<file path="config.mk">
export PLATFORM = sky130hd
export DESIGN_NAME = load_store_unit_flat
export DESIGN_NICKNAME = d
export VERILOG_FILES = /design/src/rtl/load_store_unit_if.sv /design/src/rtl/load_store_unit.sv /design/src/flat_wrapper.sv
export SDC_FILE = /design/constraint.sdc
export NUM_CORES = 1
export LEC_CHECK = 0
export CAP_MARGIN = 20
export CORE_MARGIN = 4
export CORE_UTILIZATION = 45
export DETAILED_ROUTE_END_ITERATION = 8
export GPL_ROUTABILITY_DRIVEN = 1
export PLACE_DENSITY = 0.95
export SYNTH_ARGS = -nofsm -noshare
export SYNTH_HDL_FRONTEND = slang
export SYNTH_SLANG_ARGS = --single-unit
</file>
<file path="constraint.sdc">
create_clock -name clock -period 4.25 [get_ports clock]
set_input_delay 1.275 -clock clock [delete_from_list [all_inputs] [get_ports clock]]
set_output_delay 1.275 -clock clock [all_outputs]
set_load 0.02 [all_outputs]
</file>
<file path="src/rtl/load_store_unit_if.sv">
// rtl/load_store_unit_if.sv - data memory port between the load/store unit and memory
interface load_store_unit_if #(
    parameter int ADDR_W = 32
);
    logic              memReq;
    logic              memWrite;
    logic [ADDR_W-1:0] memAddr;
    logic [3:0]        memByteEn;
    logic [31:0]       memWdata;
    logic              memReady;
    logic [31:0]       memRdata;

    modport master (
        output memReq, memWrite, memAddr, memByteEn, memWdata,
        input  memReady, memRdata
    );

    modport slave (
        input  memReq, memWrite, memAddr, memByteEn, memWdata,
        output memReady, memRdata
    );
endinterface

</file>
<file path="src/rtl/load_store_unit.sv">
// rtl/load_store_unit.sv - memory-stage load/store initiator; LSU_MISALIGNED_SPLIT_EN enables two-word split accesses
module load_store_unit #(
    parameter int ADDR_W = 32
) (
    input  logic               clock,
    input  logic               reset,
    input  logic               reqValid,
    input  logic               reqStore,
    input  logic [2:0]         reqFunc3,
    input  logic [ADDR_W-1:0]  reqAddr,
    input  logic [31:0]        reqWdata,
    output logic               busy,
    output logic               respDone,
    output logic [31:0]        respRdata,
    output logic               respFault,
    load_store_unit_if.master  mem
);
    typedef enum logic [1:0] {IDLE, ACC0, ACC1, DONE} state_t;

    state_t      state;
    logic        store_r;
    logic [2:0]  func3_r;
    logic [1:0]  off_r;

    logic [3:0]  size_mask;
    logic [7:0]  lane_mask;
    logic        spans;
    logic        illegal;
    logic        fault_now;
    logic [31:0] word0;
    logic [31:0] raw_word;
    logic [31:0] load_result;
    logic        more;

`ifdef LSU_MISALIGNED_SPLIT_EN
    logic        split_r;
    logic [3:0]  be1_r;
    logic [31:0] wdata1_r;
    logic [31:0] rdata0_r;
    logic [63:0] wide_data;
`endif

    // Sign- or zero-extend the byte/halfword sitting in the low lanes of raw
    function automatic logic [31:0] extend_load(input logic [31:0] raw, input logic [2:0] f3);
        case (f3)
            3'b000:  return {{24{raw[7]}}, raw[7:0]};
            3'b001:  return {{16{raw[15]}}, raw[15:0]};
            3'b100:  return {24'd0, raw[7:0]};
            3'b101:  return {16'd0, raw[15:0]};
            default: return raw;
        endcase
    endfunction

    assign busy = (state != IDLE);

    // Decode the incoming request: lane mask over two words, legality, steered write data
    always_comb begin
        size_mask = 4'b1111;
        case (reqFunc3[1:0])
            2'b00:   size_mask = 4'b0001;
            2'b01:   size_mask = 4'b0011;
            default: size_mask = 4'b1111;
        endcase
        lane_mask = {4'b0000, size_mask} << reqAddr[1:0];
        spans     = |lane_mask[7:4];
        illegal   = reqStore ? (reqFunc3[2] | (&reqFunc3[1:0]))
                             : ((&reqFunc3[1:0]) | (reqFunc3 == 3'b110));
`ifdef LSU_MISALIGNED_SPLIT_EN
        wide_data = {32'd0, reqWdata} << {reqAddr[1:0], 3'b000};
        word0     = wide_data[31:0];
        fault_now = illegal;
`else
        word0     = reqWdata << {reqAddr[1:0], 3'b000};
        fault_now = illegal | spans;
`endif
    end

    // Assemble the load result from the current read word (and the held first word when split)
    always_comb begin
        raw_word = mem.memRdata >> {off_r, 3'b000};
`ifdef LSU_MISALIGNED_SPLIT_EN
        if (state == ACC1) begin
            raw_word = 32'({mem.memRdata, rdata0_r} >> {off_r, 3'b000});
        end
        more = split_r;
`else
        more = 1'b0;
`endif
        load_result = store_r ? 32'd0 : extend_load(raw_word, func3_r);
    end

    // Access sequencer with registered memory-port and response outputs
    always_ff @(posedge clock) begin
        if (reset) begin
            state          <= IDLE;
            store_r        <= 1'b0;
            func3_r        <= 3'd0;
            off_r          <= 2'd0;
            respDone       <= 1'b0;
            respRdata      <= 32'd0;
            respFault      <= 1'b0;
            mem.memReq     <= 1'b0;
            mem.memWrite   <= 1'b0;
            mem.memAddr    <= '0;
            mem.memByteEn  <= 4'd0;
            mem.memWdata   <= 32'd0;
`ifdef LSU_MISALIGNED_SPLIT_EN
            split_r        <= 1'b0;
            be1_r          <= 4'd0;
            wdata1_r       <= 32'd0;
            rdata0_r       <= 32'd0;
`endif
        end else begin
            case (state)
                IDLE: begin
                    if (reqValid) begin
                        store_r <= reqStore;
                        func3_r <= reqFunc3;
                        off_r   <= reqAddr[1:0];
                        if (fault_now) begin
                            state     <= DONE;
                            respDone  <= 1'b1;
                            respFault <= 1'b1;
                            respRdata <= 32'd0;
                        end else begin
                            state         <= ACC0;
                            mem.memReq    <= 1'b1;
                            mem.memWrite  <= reqStore;
                            mem.memAddr   <= {reqAddr[ADDR_W-1:2], 2'b00};
                            mem.memByteEn <= reqStore ? lane_mask[3:0] : 4'b0000;
                            mem.memWdata  <= reqStore ? word0 : 32'd0;
`ifdef LSU_MISALIGNED_SPLIT_EN
                            split_r  <= spans;
                            be1_r    <= reqStore ? lane_mask[7:4] : 4'b0000;
                            wdata1_r <= reqStore ? wide_data[63:32] : 32'd0;
`endif
                        end
                    end
                end
                ACC0: begin
                    if (mem.memReady) begin
                        if (more) begin
`ifdef LSU_MISALIGNED_SPLIT_EN
                            state         <= ACC1;
                            mem.memAddr   <= mem.memAddr + ADDR_W'(4);
                            mem.memByteEn <= be1_r;
                            mem.memWdata  <= wdata1_r;
                            rdata0_r      <= mem.memRdata;
`endif
                        end else begin
                            state         <= DONE;
                            mem.memReq    <= 1'b0;
                            mem.memWrite  <= 1'b0;
                            mem.memAddr   <= '0;
                            mem.memByteEn <= 4'd0;
                            mem.memWdata  <= 32'd0;
                            respDone      <= 1'b1;
                            respRdata     <= load_result;
                        end
                    end
                end
`ifdef LSU_MISALIGNED_SPLIT_EN
                ACC1: begin
                    if (mem.memReady) begin
                        state         <= DONE;
                        mem.memReq    <= 1'b0;
                        mem.memWrite  <= 1'b0;
                        mem.memAddr   <= '0;
                        mem.memByteEn <= 4'd0;
                        mem.memWdata  <= 32'd0;
                        respDone      <= 1'b1;
                        respRdata     <= load_result;
                    end
                end
`endif
                DONE: begin
                    state     <= IDLE;
                    respDone  <= 1'b0;
                    respRdata <= 32'd0;
                    respFault <= 1'b0;
                end
                default: state <= IDLE;
            endcase
        end
    end
endmodule
</file>
<file path="src/flat_wrapper.sv">
// flat-port wrapper written by rule: the top's interface ports become plain ports
module load_store_unit_flat 
#(
    parameter int ADDR_W = 32
)
  (clock, reset, reqValid, reqStore, reqFunc3, reqAddr, reqWdata, busy, respDone, respRdata, respFault, mem_memReq, mem_memWrite, mem_memAddr, mem_memByteEn, mem_memWdata, mem_memReady, mem_memRdata);
  load_store_unit_if #(.ADDR_W(ADDR_W)) mem_i ();
  input  logic clock;
  input  logic reset;
  input  logic reqValid;
  input  logic reqStore;
  input  logic [2:0] reqFunc3;
  input  logic [ADDR_W-1:0] reqAddr;
  input  logic [31:0] reqWdata;
  output logic busy;
  output logic respDone;
  output logic [31:0] respRdata;
  output logic respFault;
  output wire logic [$bits(mem_i.memReq)-1:0] mem_memReq;
  output wire logic [$bits(mem_i.memWrite)-1:0] mem_memWrite;
  output wire logic [$bits(mem_i.memAddr)-1:0] mem_memAddr;
  output wire logic [$bits(mem_i.memByteEn)-1:0] mem_memByteEn;
  output wire logic [$bits(mem_i.memWdata)-1:0] mem_memWdata;
  input wire logic [$bits(mem_i.memReady)-1:0] mem_memReady;
  input wire logic [$bits(mem_i.memRdata)-1:0] mem_memRdata;
  assign mem_memReq = mem_i.memReq;
  assign mem_memWrite = mem_i.memWrite;
  assign mem_memAddr = mem_i.memAddr;
  assign mem_memByteEn = mem_i.memByteEn;
  assign mem_memWdata = mem_i.memWdata;
  assign mem_i.memReady = mem_memReady;
  assign mem_i.memRdata = mem_memRdata;
  load_store_unit #(.ADDR_W(ADDR_W)) u_core (.clock(clock), .reset(reset), .reqValid(reqValid), .reqStore(reqStore), .reqFunc3(reqFunc3), .reqAddr(reqAddr), .reqWdata(reqWdata), .busy(busy), .respDone(respDone), .respRdata(respRdata), .respFault(respFault), .mem(mem_i));
endmodule
</file>
# [Word level (Yosys, flattened, before mapping)]
# Index checks and enable logic that the tools add are counted.
[word_totals] register_bits=112 input_bits=104 out_inout_bits=105 elab_cells=80
[classes] n_eq_ne=11 shifts=3 mux=37 bitwise=3 reduce_logical=14
[ops] operator="32-bit two-way mux" count=10
[ops] operator="32-bit case mux with 2 select lines" count=2
[ops] operator="32-bit case mux with 4 select lines" count=1
[ops] operator="32-bit case mux with 3 select lines" count=1
[ops] operator="32-bit by 5-bit << shifter with 32-bit output" count=1
[ops] operator="32-bit by 5-bit >> shifter with 32-bit output" count=1
[ops] operator="4-bit two-way mux" count=4
[ops] operator="4-bit case mux with 2 select lines" count=2
[ops] operator="3-bit == test, second input constant" count=3
[ops] operator="1-bit two-way mux" count=9
[ops] operator="4-bit AND reduction" count=2
[ops] operator="4-bit by 2-bit << shifter with 8-bit output" count=1
[ops] operator="2-bit two-way mux" count=3
[ops] operator="2-bit != test, second input constant" count=3
[ops] operator="1-bit case mux with 2 select lines" count=3
[ops] operator="2-bit AND reduction" count=3
[ops] operator="2-bit nonzero test" count=3
[ops] operator="2-bit by 1-bit == test with 1-bit output, second input constant" count=2
[ops] operator="2-bit logical NOT" count=2
[ops] operator="2-bit case mux with 2 select lines" count=1
[ops] operator="4-bit OR reduction" count=1
[ops] operator="3-bit by 1-bit == test with 1-bit output, second input constant" count=1
[ops] operator="3-bit logical NOT" count=1
[ops] operator="1-bit OR" count=3
[ops] operator="other kinds (5)" count=5

# [Longest topological paths before layout]
# Gate-level depths: netlist of the first run.
[logic_depth] ltp_word=8 mapped_depth=7 depth_no_buf=4

# [Least setup slack after synthesis of the first run]
# No wires, ideal clock.
[synth_timing] path_type="input to register" start="in reset" end="reg u_core.mem.memByteEn[3]" setup_ps=59 arrival_ps=2769 required_ps=4191 setup_slack_ps=1422 cell_stages=6 n_path_buf=2 cell_sequence="or4b_1 > a2111oi_4 > and2_1 > buf_4 > buf_6 > a22o_1"
[synth_rtl] element="from (decl)" line="flat_wrapper.sv:9" rtl="input logic reset;"
[synth_rtl] element="to (signal assigned)" line="load_store_unit.sv:130" rtl="mem.memByteEn <= reqStore ? lane_mask[3:0] : 4'b0000;"
[synth_rtl] element="to (decl)" line="load_store_unit_if.sv:14" rtl="output memReq, memWrite, memAddr, memByteEn, memWdata,"

# [Final worst setup path of the first run]
[layout_timing] start="in reqValid" end="reg u_core.mem.memWdata[31]"
[layout_between] elab_chain_len=2
[layout_rtl] element="from (decl)" line="flat_wrapper.sv:10" rtl="input logic reqValid;"
[layout_rtl] element="2-bit != test (no line)"
[layout_rtl] element="4-bit AND reduction (no line)"
[layout_rtl] element="to (signal assigned)" line="load_store_unit.sv:131" rtl="mem.memWdata <= reqStore ? word0 : 32'd0;"
[layout_rtl] element="to (decl)" line="load_store_unit_if.sv:14"
# Every way passes these cells.
# A chain may end at the register's enable or synchronous reset.

==> flow_summary.json, run 1 <==
{
  "path_max_fanout": 19,
  "synthAdderAreaFrac_pct": 0,
  "antenna_found_initial": 0,
  "num_vias": 4252,
  "synth-seq-area-share_pct": 48.1,
  "setup_slack_ns": 0.918,
  "track_usage_pct": 24.7,
  "drt-pass1-iter-count": 4,
  "rows": 36,
  "whs_path_depth": 1,
  "place_inst": 747,
  "setup_viol": 0,
  "netlist_top_cells_count": "110 x dfxtp_1, 56 x a22o_1, 42 x o2bb2ai_1",
  "synth_top_cell_area_share_pct": 48.1,
  "syn_inst": 440,
  "muxShareOfSynthArea_pct": 10.6,
  "critPathKind": "input pin to register",
  "fin_crit_sh_pct": 78.4,
  "root_buffer": "clkbuf_8",
  "synth_seq_cells": 110,
  "clk_pin_slew_worst_paths_ns": 0.12,
  "fp.dieH_um": 109,
  "syn_area_per_cell_um2": 10.4,
  "post-cts-setup-buffers": 0,
  "fillers": 732,
  "synth_top_flop_cell": "dfxtp_1",
  "synth-edff-count": 0,
  "clockBufferDepth": 2,
  "dpl_worst_slack_ns": 0.555,
  "syn-cell-area_mm2": 0.00458,
  "cap_violations": 0,
  "drcViolationCount": 0,
  "peakVddDrop_uv": 234,
  "tns_ns": 0,
  "synth_top_family_by_area": "compound AO/OA/AOI/OAI gates",
  "final_hold_viol_count": 0,
  "synth_compound_area_share_pct": 29.9,
  "cts_tree": "done",
  "ant_nets": 0,
  "io_buffers": 206,
  "start_kind": "input pin",
  "crit_path_end_kind": "register",
  "worstSkewPairLatency_ns": 0.38,
  "synth-xor-area-share_pct": 0,
  "layout-drive-gt1-share_pct": 6.81,
  "wl_mm": 15.0,
  "overflow": 0,
  "async_flop_share_pct": 0,
  "yosysWarnings": 0,
  "status": "complete, no violations",
  "boundaryPins": 209,
  "p_leak_uw": 0.00257,
  "ff2ff_path_depth": 5,
  "ctsResizeCount": 0,
  "hpwl_mm": 11.7,
  "wl_per_cell_um": 19.6,
  "worstHoldPathType": "register to register",
  "synthSimpleGateAreaFrac_pct": 7.19,
  "num_antenna_cells": 0,
  "die-area_mm2": 0.0118,
  "yosys-top-cells-area": "dfxtp_1 48%, a22o_1 11%, mux2i_1 8.1%",
  "htreeDepth": 3,
  "finalCriticalPeriod_ns": 3.33,
  "relSlewSlack_pct": 36.2,
  "dpl_cell_area_mm2": 0.00672,
  "power_density_mw_per_mm2": 316,
  "fmax_ghz": 0.300,
  "cts_buffers": 9,
  "cts_hold_buffers": 0,
  "die_x_um": 109,
  "start_util_pct": 46.6,
  "final_cells": 764,
  "tightest_slew_ns": 0.953,
  "finalNetCount": 730,
  "grt_pass1_vias": 4302,
  "grt_pass1_wl_mm": 22.8,
  "cts.sinks": 110,
  "yosys.area.top_type": "dfxtp_1",
  "final_area_mm2": 0.00693,
  "core_mm2": 0.00982,
  "drt_iter0_drc": 267,
  "finClkSkew_ns": 0.0161,
  "gp_congestion": 0.988,
  "drv_slew": 0,
  "area_delta_synth_final_pct": 51.4,
  "vias_per_cell": 5.57,
  "ys_types": 38,
  "arrival_ns": 3.64,
  "worstPathRequired_ns": 4.56,
  "rsz0062_at_grt": "false",
  "grt_max_degree": 69,
  "yosys.cell_count.top_type": "dfxtp_1"
}
layout by cell type (no fill, tap or decap), types with 2 or more instances in the layout:
cell and instances:
or2_2 3, clkinv_8 2, a21oi_1 27, mux2i_1 37, a211o_1 10, mux2_2 8
a22o_1 56, clkdlybuf4s50_1 205, o21a_1 3, nand2b_1 3, buf_4 10, clkinv_4 4
nand2_1 24, inv_1 2, a32o_1 8, clkbuf_8 9, nor2b_1 13, dfxtp_1 110
nor2_1 13, o21ai_0 16, a21o_1 4, or3_1 2, and2_1 2, o2bb2ai_1 42
conb_1 2
cells by family (layout without fill, tap and decap cells):
logic type	count (synthesis)	count (layout)
muxes	46	46
other	1	2
and+or+nand+nor	66	66
DFF	110	110
buffers and inverters	44	234
AOI/OAI and AO/OA	173	173
sequential cells by signal (all words and copies together) (netlist names):
register	flops
u_core.respFault	1
u_core.mem.memWdata	32
u_core.off_r	2
u_core.mem.memAddr	30
u_core.state	2
u_core.respRdata	32
u_core.func3_r	3
u_core.mem.memReq	1
u_core.mem.memWrite	1
u_core.store_r	1
u_core.mem.memByteEn	4
u_core.respDone	1
layer usage:
layer	up-vias	part of all wire [%]	GRT usage, %
met5	-	0	0
met4	0	4.4	10.9
met3	48	6.4	6.87
met2	188	50	40.9
met1	1987	39	29.9
li1	2029	-	-
cell type report:
type,count,area (um^2),area share (%)
Multi-Input combinational cell,287,2210,32.0
Clock buffer,9,124,1.79
Inverter,2,7.51,0.108
Timing Repair Buffer,216,2130,30.8
Sequential cell,110,2200,31.8
Tap cell,133,166,2.40
Clock inverter,7,78.8,1.14
power by group:
| part | leakage, uW | total, uW | switching, uW | internal [uW] |
|---|---|---|---|---|
| registers | 0.000891 | 1100 | 29.6 | 1070 |
| clock network | 0.000101 | 621 | 389 | 231 |
| logic | 0.00158 | 466 | 234 | 232 |
metrics by stage:
stage | power [uW] | util (%) | hold WS, ns
floorplan | 1350 | - | 0.485
global placement | 1570 | 68.4 | 0.437
detailed placement | 1580 | 68.4 | 0.444
CTS | 2190 | 70.5 | 0.474
global route | 2280 | 70.5 | 0.496
finish | 2190 | 70.5 | 0.473
path summary, 6_finish.rpt:
check	from	end	slack [ns]
hold reg to reg	u_core.mem.memReq	u_core.mem.memReq	0.47
hold / removal	u_core.mem.memReq	u_core.mem.memReq	0.47
setup / recovery	reqValid	u_core.mem.memWdata[31]	0.92
setup reg to reg	u_core.off_r[1]	u_core.respRdata[30]	1.73
critical path: stages:
cell and delay (ns):
clkdlybuf4s50_1 0.51, or4b_1 0.50, a2111oi_4 0.41, and2_1 0.66, a32o_1 0.29
Note: power is estimated with default switching activity, not from simulation.
==> run 2: changes to the inputs <==
--- a/config.mk
+++ b/config.mk
@@ -7,10 +7,10 @@
 export LEC_CHECK = 0
 export CAP_MARGIN = 20
 export CORE_MARGIN = 4
-export CORE_UTILIZATION = 45
+export CORE_UTILIZATION = 42
 export DETAILED_ROUTE_END_ITERATION = 8
 export GPL_ROUTABILITY_DRIVEN = 1
-export PLACE_DENSITY = 0.95
+export PLACE_DENSITY = 0.91
 export SYNTH_ARGS = -nofsm -noshare
 export SYNTH_HDL_FRONTEND = slang
 export SYNTH_SLANG_ARGS = --single-unit
==> constraint.sdc (replaced) <==
create_clock -name clock -period 3.2 [get_ports clock]
set_input_delay 0.96 -clock clock [delete_from_list [all_inputs] [get_ports clock]]
set_output_delay 0.96 -clock clock [all_outputs]
set_load 0.02 [all_outputs]
==> run 2 against run 1 <==
  * Total power is 34% higher
  * Clock power rose by 37%
  * Critical path depth unchanged
  * Critical path type unchanged
  * Largest cell class unchanged
  * Largest power group unchanged
==> flow_summary.json, run 2 (synthesis gave the netlist of run 1 again) <==
{
  "drcViolationCount": 0,
  "die_x_um": 112,
  "post-cts-setup-buffers": 0,
  "path_max_fanout": 9,
  "fin_crit_sh_pct": 85.2,
  "critPathKind": "input pin to register",
  "largestRegisters": "u_core.mem.memWdata x32, u_core.respRdata x32, u_core.mem.memAddr x30",
  "final_cells": 771,
  "die-area_mm2": 0.0126,
  "drv_slew": 0,
  "track_usage_pct": 22.6,
  "finClkSkew_ns": 0.00724,
  "rows": 37,
  "tightest_slew_ns": 0.978,
  "drt-pass1-iter-count": 5,
  "io_buffers": 206,
  "crit_path_end_kind": "register",
  "ctsResizeCount": 0,
  "cts_tree": "done",
  "drt_iter0_drc": 317,
  "wl_per_cell_um": 19.3,
  "clockBufferDepth": 2,
  "num_antenna_cells": 0,
  "num_vias": 4313,
  "cts_buffers": 9,
  "cts.sinks": 110,
  "tns_ns": 0,
  "core_mm2": 0.0105,
  "clk_pin_slew_worst_paths_ns": 0.10,
  "mostFrequentLayoutCells": "205 x clkdlybuf4s50_1, 110 x dfxtp_1, 56 x a22o_1, 42 x o2bb2ai_1, 37 x mux2i_1",
  "crit_chain": "clkdlybuf4s50_1 -> or4b_1 -> a2111oi_4 -> nand3b_1 -> o2bb2ai_1",
  "vias_per_cell": 5.59,
  "root_buffer": "clkbuf_8",
  "rsz0062_at_grt": "false",
  "cts_hold_buffers": 0,
  "antenna_found_initial": 0,
  "boundaryPins": 209,
  "start_kind": "input pin",
  "p_leak_uw": 0.00260,
  "final_hold_viol_count": 0,
  "grt_pass1_vias": 4255,
  "cap_violations": 0,
  "final_common_cell": "clkdlybuf4s50_1",
  "layout-drive-gt1-share_pct": 7.24,
  "ant_nets": 0,
  "crit_slowest_cell": "clkdlybuf4s50_1",
  "gp_congestion": 0.939,
  "grt_pass1_wl_mm": 23.0,
  "overflow": 0,
  "start_util_pct": 43.7,
  "power_density_mw_per_mm2": 420,
  "worstHoldPathType": "register to register",
  "fmax_ghz": 0.367,
  "fp.dieH_um": 112,
  "hpwl_mm": 11.5,
  "setup_viol": 0,
  "finalCriticalPeriod_ns": 2.73,
  "place_inst": 755,
  "worstSkewPairLatency_ns": 0.36,
  "crit_path_max_incr_delay_ns": 0.53,
  "setup_slack_ns": 0.472,
  "grt_max_degree": 69,
  "htreeDepth": 3,
  "area_delta_synth_final_pct": 53.0,
  "relSlewSlack_pct": 34.6,
  "wl_mm": 14.8,
  "peakVddDrop_uv": 335,
  "status": "complete, no violations",
  "finalNetCount": 734,
  "dpl_worst_slack_ns": 0.108,
  "worstPathRequired_ns": 3.49,
  "arrival_ns": 3.02
}
[run 2: cell types whose count changed in the layout (fill, tap and decap cells not counted)]
cell,delta
buf_12,+3
buf_2,-1
buf_4,+1
bufinv_16,+1
clkbuf_1,+1
clkbuf_2,+1
clkbuf_8,+1
clkinv_2,+1
clkinv_4,-3
clkinv_8,-2
inv_6,+1
[run 2: area by class of cell]
cell class	instances	area (um^2)
fill	830	3460
timing repair buffer	220	2200
clock buffer	11	141
inverter	2	7.51
multi-input combinational	287	2210
clock inverter	5	63.8
tap	136	170
sequential	110	2200
[run 2: worst max-delay path, delay by kind of cell]
kind	cells	cell delay (ns)
buf+inv	1	0.53
simple gates	2	0.86
compound gates	2	0.67
[run 2: power by group]
group	internal (uW)	total, uW	switching, uW
registers	1420	1460	39.3
logic	317	628	311
clock network	393	852	459
[run 2: stage by stage]
step | util (%) | cell area [um^2] | hold WS [ns] | power, uW
detailed placement | 64.9 | 6790 | 0.446 | 2110
finish | 66.9 | 7000 | 0.472 | 2940
global route | 66.9 | 7000 | 0.489 | 3070
CTS | 66.9 | 7000 | 0.473 | 2960
floorplan | - | 4580 | 0.485 | 1790
global placement | 64.9 | 6790 | 0.436 | 2100
[run 2: worst paths after layout]
check | start | endpoint | slack (ns) | cells past startpoint
worst max register to register | u_core.off_r[1] | u_core.respRdata[28] | 0.76 | 5
worst min register to register | u_core.mem.memWdata[11] | u_core.mem.memWdata[11] | 0.47 | 1
worst max-delay path | reqValid | u_core.mem.memByteEn[1] | 0.47 | 5
worst min-delay path | u_core.mem.memWdata[11] | u_core.mem.memWdata[11] | 0.47 | 1
[run 2: layer usage]
layer	global-route usage, %	vias up	wire length [um]
met5	0	-	0
met4	11.5	0	688
met3	5.12	47	964
met2	37.6	183	7290
met1	27.4	2045	5900
li1	-	2038	-
==> variant 1, RTL diff (settings of run 2) <==
Make the reset (`reset`) asynchronous in one clocked block.
--- a/src/rtl/load_store_unit.sv
+++ b/src/rtl/load_store_unit.sv
@@ -90,7 +90,7 @@
     end
 
     // Access sequencer with registered memory-port and response outputs
-    always_ff @(posedge clock) begin
+    always_ff @(posedge clock or posedge reset) begin
         if (reset) begin
             state          <= IDLE;
             store_r        <= 1'b0;
Function: differs if reset is asserted again (counterexample within 4 cycles, from zero or initial values and one cycle with reset high); with reset held inactive, the same outputs for 4 cycles.
==> variant 1 against run 2 <==
  * Design area up 12%
  * Hold slack improved by 7.1 ps
  * Setup slack improved by 21 ps
  * Die area up 15%
  * Synthesized area rose by 16%
  * Count of clock-buffer cells in the layout rose by 1
  * Sequential cell count did not move
  * Wire length increased by 11%
  * Global-route usage is 0.19 points lower
Power is not compared: it rests on default switching activity, and its combinational part moved more than twofold at a synthesized area within 25%.
==> variant 1: results (changes against run 2) <==
The run finished with clean final reports. The fill cell instance count of the final layout came out at 990 (+19%). The estimated wirelength of the detail-placed design came to 12500 um (+8.5%). The worst-skew pair later-pin latency was 340 ps (-20 ps). The worst register-to-register path ends at u_core.respRdata[11]$_DFFE_PP0P_. The number of post-CTS setup repair buffers was 0 (unchanged). Of the total power, the share spent switching nets is 0.393. The worst reg-to-reg setup slack came out at 920 ps (+160 ps). The via count of the first global-routing pass came out at 4969 (+17%). The path with the worst hold slack has its endpoint at u_core.mem.memReq$_DFFE_PP0P_.

The launch point of the worst hold path is u_core.mem.memReq$_DFFE_PP0P_. Of the total power, registers draw 0.349. The count of non-filler cells in the finished layout is 881 (+14%). The number of warning messages in the yosys log came out at 0 (unchanged).

The number of cells on the worst reg-to-reg path is 4 (-1). The first-pass iteration count of the detailed router is 5 (unchanged). The worst setup slack after layout is 493 ps (+20.7 ps). The count of input and output buffers is 206 (unchanged). In this run the worst setup path terminates at u_core.mem.memWdata[22]$_DFFE_PP0P_. In the post-synthesis netlist, the biggest area contributors are dfrtp_1, nand2_1, o2bb2ai_1. The number of antenna violations at the first check in global routing came out at 0 (unchanged).

The final weighted congestion of routability-driven global placement was 0.962 (+2.4%). The number of nets in the finished design is 812 (+11%). The largest net degree at the start of global routing came to 111 (+61%). The kind of path behind the tightest hold check is flop to flop. The number of gates resized after cts came out at 0 (unchanged). The post-detailed-route wirelength per cell came out at 18.7 um (-2.7%). The worst path arrival time is 2930 ps (-90 ps). The setup slack after placement is 169 ps (+60.9 ps). The number of library cell types mapped by synthesis came to 39 (+2.6%). The total via count after detailed routing came out at 4895 (+13%). The number of instances in the placed design came to 865 (+15%). The critical path starts at reqFunc3[1]. The clock-pin transition on the worst setup and hold timing paths came to 80 ps (-20 ps). The part of the Yosys area used for sequential elements came to 0.519 (+0.0374). For the clock group, total power comes out at 0.00103 W.

The count of routing violations after the opening detailed-route iteration came out at 385 (+21%). The number of H-tree levels came out at 3 (unchanged). In the synthesized netlist, the cells that appear most often are nand2_1, dfrtp_1, o21ai_0.

The critical-path maximum fanout came out at 37 (+28). The fraction of registers with async set/reset is 1.00 (+1.00). The wire length of the first global-routing pass came out at 26000 um (+13%). The aggregate global-route resource usage is 0.224 (-0.00185). The leakage dissipation came out at 3.31 nW. The tree is rooted in a clkbuf_16. The worst-case clock skew is 10.9 ps (+3.70 ps).

The slew of the pin with the lowest slew margin is 929 ps (-49.1 ps). The total inserted antenna cells is 0 (unchanged). The depth of the worst hold-timing path is 1 (unchanged). In this run the critical register-to-register path is launched from u_core.func3_r[1]$_DFFE_PP0P_.

The share of final-layout standard cells stronger than drive strength 1 was 0.0575 (-0.0149). The TritonCTS buffer count came out at 9 (unchanged). The synthesized netlist cell count is 518 (+18%).
variant 1: cell count changes after synthesis, moves of 8 or more:
cell and delta:
nor2_1 -9, a21o_1 +10, a21oi_1 -17, dfxtp_1 -110
mux2_2 -8, dfrtp_1 +110, o21ai_0 +32, nand2_1 +88
a22o_1 -37
variant 1: cell families after synthesis:
| family | count (synthesis) | share of synthesized area |
|---|---|---|
| multiplexers | 34 | 0.0665 |
| AND/OR/NAND/NOR | 149 | 0.125 |
| other | 1 | 0.000707 |
| buffers and inverters | 48 | 0.0405 |
| AO/OA/AOI/OAI | 175 | 0.247 |
| flip-flops | 110 | 0.519 |
| XOR/XNOR | 1 | 0.00165 |
variant 1: metal layers:
layer / global-route usage / share of wire / up-vias
met1: 0.284 / 0.40 / 2383
met2: 0.381 / 0.50 / 240
met3: 0.0557 / 0.082 / 26
met4: 0.0644 / 0.020 / 0
li1: - / - / 2246
met5: 0 / 0 / -
variant 1: per-stage QoR:
step                area, sq um  hold WS [ps]  total power [W]   util
finish                     7830           479          0.00583  0.641
global route               7830           500          0.00616  0.641
CTS                        7830           482          0.00586  0.641
detailed placement         7560           465          0.00482  0.619
global placement           7560           460          0.00472  0.619
floorplan                  5320           465          0.00360      -
variant 1: cell type report:
| class | count | area (sq um) | share of cell area |
|---|---|---|---|
| repair buffers | 223 | 2230 | 0.285 |
| clock buffers | 12 | 236 | 0.0302 |
| inverters | 3 | 15.0 | 0.00192 |
| multi-input cells | 361 | 2350 | 0.300 |
| well taps | 168 | 210 | 0.0269 |
| flip-flops and latches | 110 | 2750 | 0.352 |
| clock inverters | 4 | 33.8 | 0.00432 |
variant 1: worst max-delay path: stages:
cell	delay, ps
clkdlybuf4s50_1	530
a21o_1	270
a211oi_1	400
buf_4	200
a21boi_2	40
buf_4	250
a22o_1	270
==> variant 2, RTL diff (config.mk and constraints of run 2) <==
Without the edit above. `ADDR_W` is set to 32 in 3 places; all go to 64.
--- a/src/rtl/load_store_unit_if.sv
+++ b/src/rtl/load_store_unit_if.sv
@@ -1,6 +1,6 @@
 // rtl/load_store_unit_if.sv - data memory port between the load/store unit and memory
 interface load_store_unit_if #(
-    parameter int ADDR_W = 32
+    parameter int ADDR_W = 64
 );
     logic              memReq;
     logic              memWrite;
--- a/src/rtl/load_store_unit.sv
+++ b/src/rtl/load_store_unit.sv
@@ -1,6 +1,6 @@
 // rtl/load_store_unit.sv - memory-stage load/store initiator; LSU_MISALIGNED_SPLIT_EN enables two-word split accesses
 module load_store_unit #(
-    parameter int ADDR_W = 32
+    parameter int ADDR_W = 64
 ) (
     input  logic               clock,
     input  logic               reset,
--- a/src/flat_wrapper.sv
+++ b/src/flat_wrapper.sv
@@ -1,7 +1,7 @@
 // flat-port wrapper written by rule: the top's interface ports become plain ports
 module load_store_unit_flat 
 #(
-    parameter int ADDR_W = 32
+    parameter int ADDR_W = 64
 )
   (clock, reset, reqValid, reqStore, reqFunc3, reqAddr, reqWdata, busy, respDone, respRdata, respFault, mem_memReq, mem_memWrite, mem_memAddr, mem_memByteEn, mem_memWdata, mem_memReady, mem_memRdata);
   load_store_unit_if #(.ADDR_W(ADDR_W)) mem_i ();
Interface: changed (resized mem_memAddr and reqAddr); port bits go from 209 to 273. The function was not compared with the original's and may differ.
==> variant 2 against run 2 <==
  * Maximum frequency is 7.2% lower
  * Setup slack got worse by 210 ps
  * Design area grew 30%
  * Wire length rose by 28%
  * Total power increased by 58%
  * Synthesized area is 22% higher
  * Hold slack got worse by 11 ps
  * Sequential cell count increased by 32
  * Cell count grew 23%
  * Via count rose by 23%
  * Register-to-register slack lost 50 ps
==> variant 2: results (changes against run 2) <==
The post-place instance area is 8470 sq um (+25%). The worst-case clock skew is 5.56 ps (-1.68 ps). The average footprint of a synthesized cell was 10.9 sq um (+5.1%).

The count of routing violations after the opening detailed-route iteration is 397 (+25%). The number of library cell types mapped by synthesis is 40 (+5.3%). The met2 usage came out at 0.395 (+0.0193). The met3 track utilization from global routing is 0.0654 (+0.0142).

The largest stage delay on the critical path came out at 740 ps (+210 ps). The part of the Yosys area used for sequential elements is 0.509 (+0.0277). The number of nets in the finished design came out at 903 (+23%). By count the netlist is led by dfxtp_1, a22o_1, o2bb2ai_1. The TritonCTS buffer count came out at 17 (+8). By area the synthesized netlist is led by dfxtp_1, a22o_1, mux2i_1. The endpoint of the most critical register-to-register path is u_core.respRdata[10]$_SDFFE_PP0P_. The flow ran to the end, and the final reports show no timing, DRC or antenna violations.

The slew of the pin with the lowest slew margin is 1010 ps (+32.1 ps). The estimated wirelength of the detail-placed design came out at 14300 um (+25%). The path with the worst hold slack has its endpoint at u_core.mem.memWrite$_SDFFE_PP0P_. The routed via count divided by cell count came out at 5.58 (-0.25%). The fill cell instance count of the final layout came out at 928 (+12%). The cell family contributing the most delay on the critical path is compound AO/OA/AOI/OAI gates. The highest ir drop seen on vdd is 0.000317 V (-5.3%). The post-detailed-route wirelength per cell came out at 19.9 um (+3.4%). The launch point of the worst hold path is u_core.mem.memWrite$_SDFFE_PP0P_. The aggregate global-route resource usage is 0.239 (+0.0133). The worst-skew pair later-pin latency is 410 ps (+50 ps). The largest net degree at the start of global routing came out at 65 (-5.8%). The wire length of the first global-routing pass was 28500 um (+24%). The number of cells on the worst reg-to-reg path came out at 4 (-1). The met1 track utilization from global routing came to 0.285 (+0.0117). The buffer cell driving the clock tree root is clkbuf_16. The slowest stage of the critical path is the a2111oi_0 cell. The clock-pin transition on the worst setup and hold timing paths came out at 60 ps (-40 ps).

The worst reg-to-reg setup slack came out at 710 ps (-50 ps). In the final layout, the registers with the most flip-flops are u_core.mem.memAddr (62), u_core.mem.memWdata (32), u_core.respRdata (32). The complex-gate fraction of the synthesized area is 0.297 (-0.00211). The multiplexer share of the synthesized area is 0.0865 (-0.0191).

The leakage dissipation is 3.42 nW (+31%). The share of final-layout standard cells stronger than drive strength 1 is 0.0859 (+0.0135). The worst path arrival time is 3230 ps (+210 ps).
## variant 2: final cells by class
type | count | area [sq um] | area share
flip-flops and latches | 142 | 2840 | 0.313
clock inverters | 13 | 165 | 0.0182
multi-input cells | 319 | 2520 | 0.277
well taps | 172 | 215 | 0.0237
repair buffers | 285 | 2890 | 0.318
inverters | 2 | 7.51 | 0.000827
clock buffers | 19 | 443 | 0.0488
## variant 2: power by group
group | leakage (nW) | internal [W] | switching (W)
sequential | 1.15 | 0.00183 | 0.0000525
combinational | 1.99 | 0.000396 | 0.000366
clock | 0.286 | 0.00125 | 0.000754
total | 3.42 | 0.00348 | 0.00117
## variant 2: metrics by stage
step	hold slack [ps]	setup TNS [ps]	setup WS (ps)
finish	460	0	261
global route	471	0	189
CTS	463	0	279
detailed placement	441	-8710	-131
global placement	435	-1050	-19.1
floorplan	485	0	795
## variant 2: how the worst max path moves through the flow
stage / from / end / slack, ps / cells after the start
3_3_place_gp: reqFunc3[1] / u_core.mem.memAddr[13]$_SDFFE_PP0P_ / -20 / 6
6_report: reqFunc3[1] / u_core.mem.memAddr[43]$_SDFFE_PP0P_ / 260 / 6
4_1_cts: reqFunc3[1] / u_core.mem.memAddr[43]$_SDFFE_PP0P_ / 280 / 6
3_5_place_dp: reqFunc3[1] / u_core.mem.memAddr[43]$_SDFFE_PP0P_ / -130 / 6
5_1_grt: reqFunc3[1] / u_core.mem.memAddr[43]$_SDFFE_PP0P_ / 190 / 6
2_1_floorplan: reqAddr[0] / u_core.mem.memByteEn[2]$_SDFFE_PP0P_ / 800 / 6
## variant 2: worst register-to-register path, stage by stage, from the launching register on
cell,delay [ps]
dfxtp_1,880
mux4_2,430
nor3b_1,780
a21oi_1,110
o2bb2ai_1,220
## variant 2: cells by family (layout without fill, tap and decap cells)
| group | Yosys count | after routing |
|---|---|---|
| compound gates | 205 | 205 |
| flops | 142 | 142 |
| mux | 46 | 46 |
| buf+inv | 51 | 319 |
| simple gates | 66 | 66 |
| other cells | 1 | 2 |
## variant 2: routing by layer
layer  vias to the layer above  routed length [um]
met5                         -                   0
met4                         0                 694
met3                        48                1530
met2                       267                9360
met1                      2539                7370
li1                       2458                   -
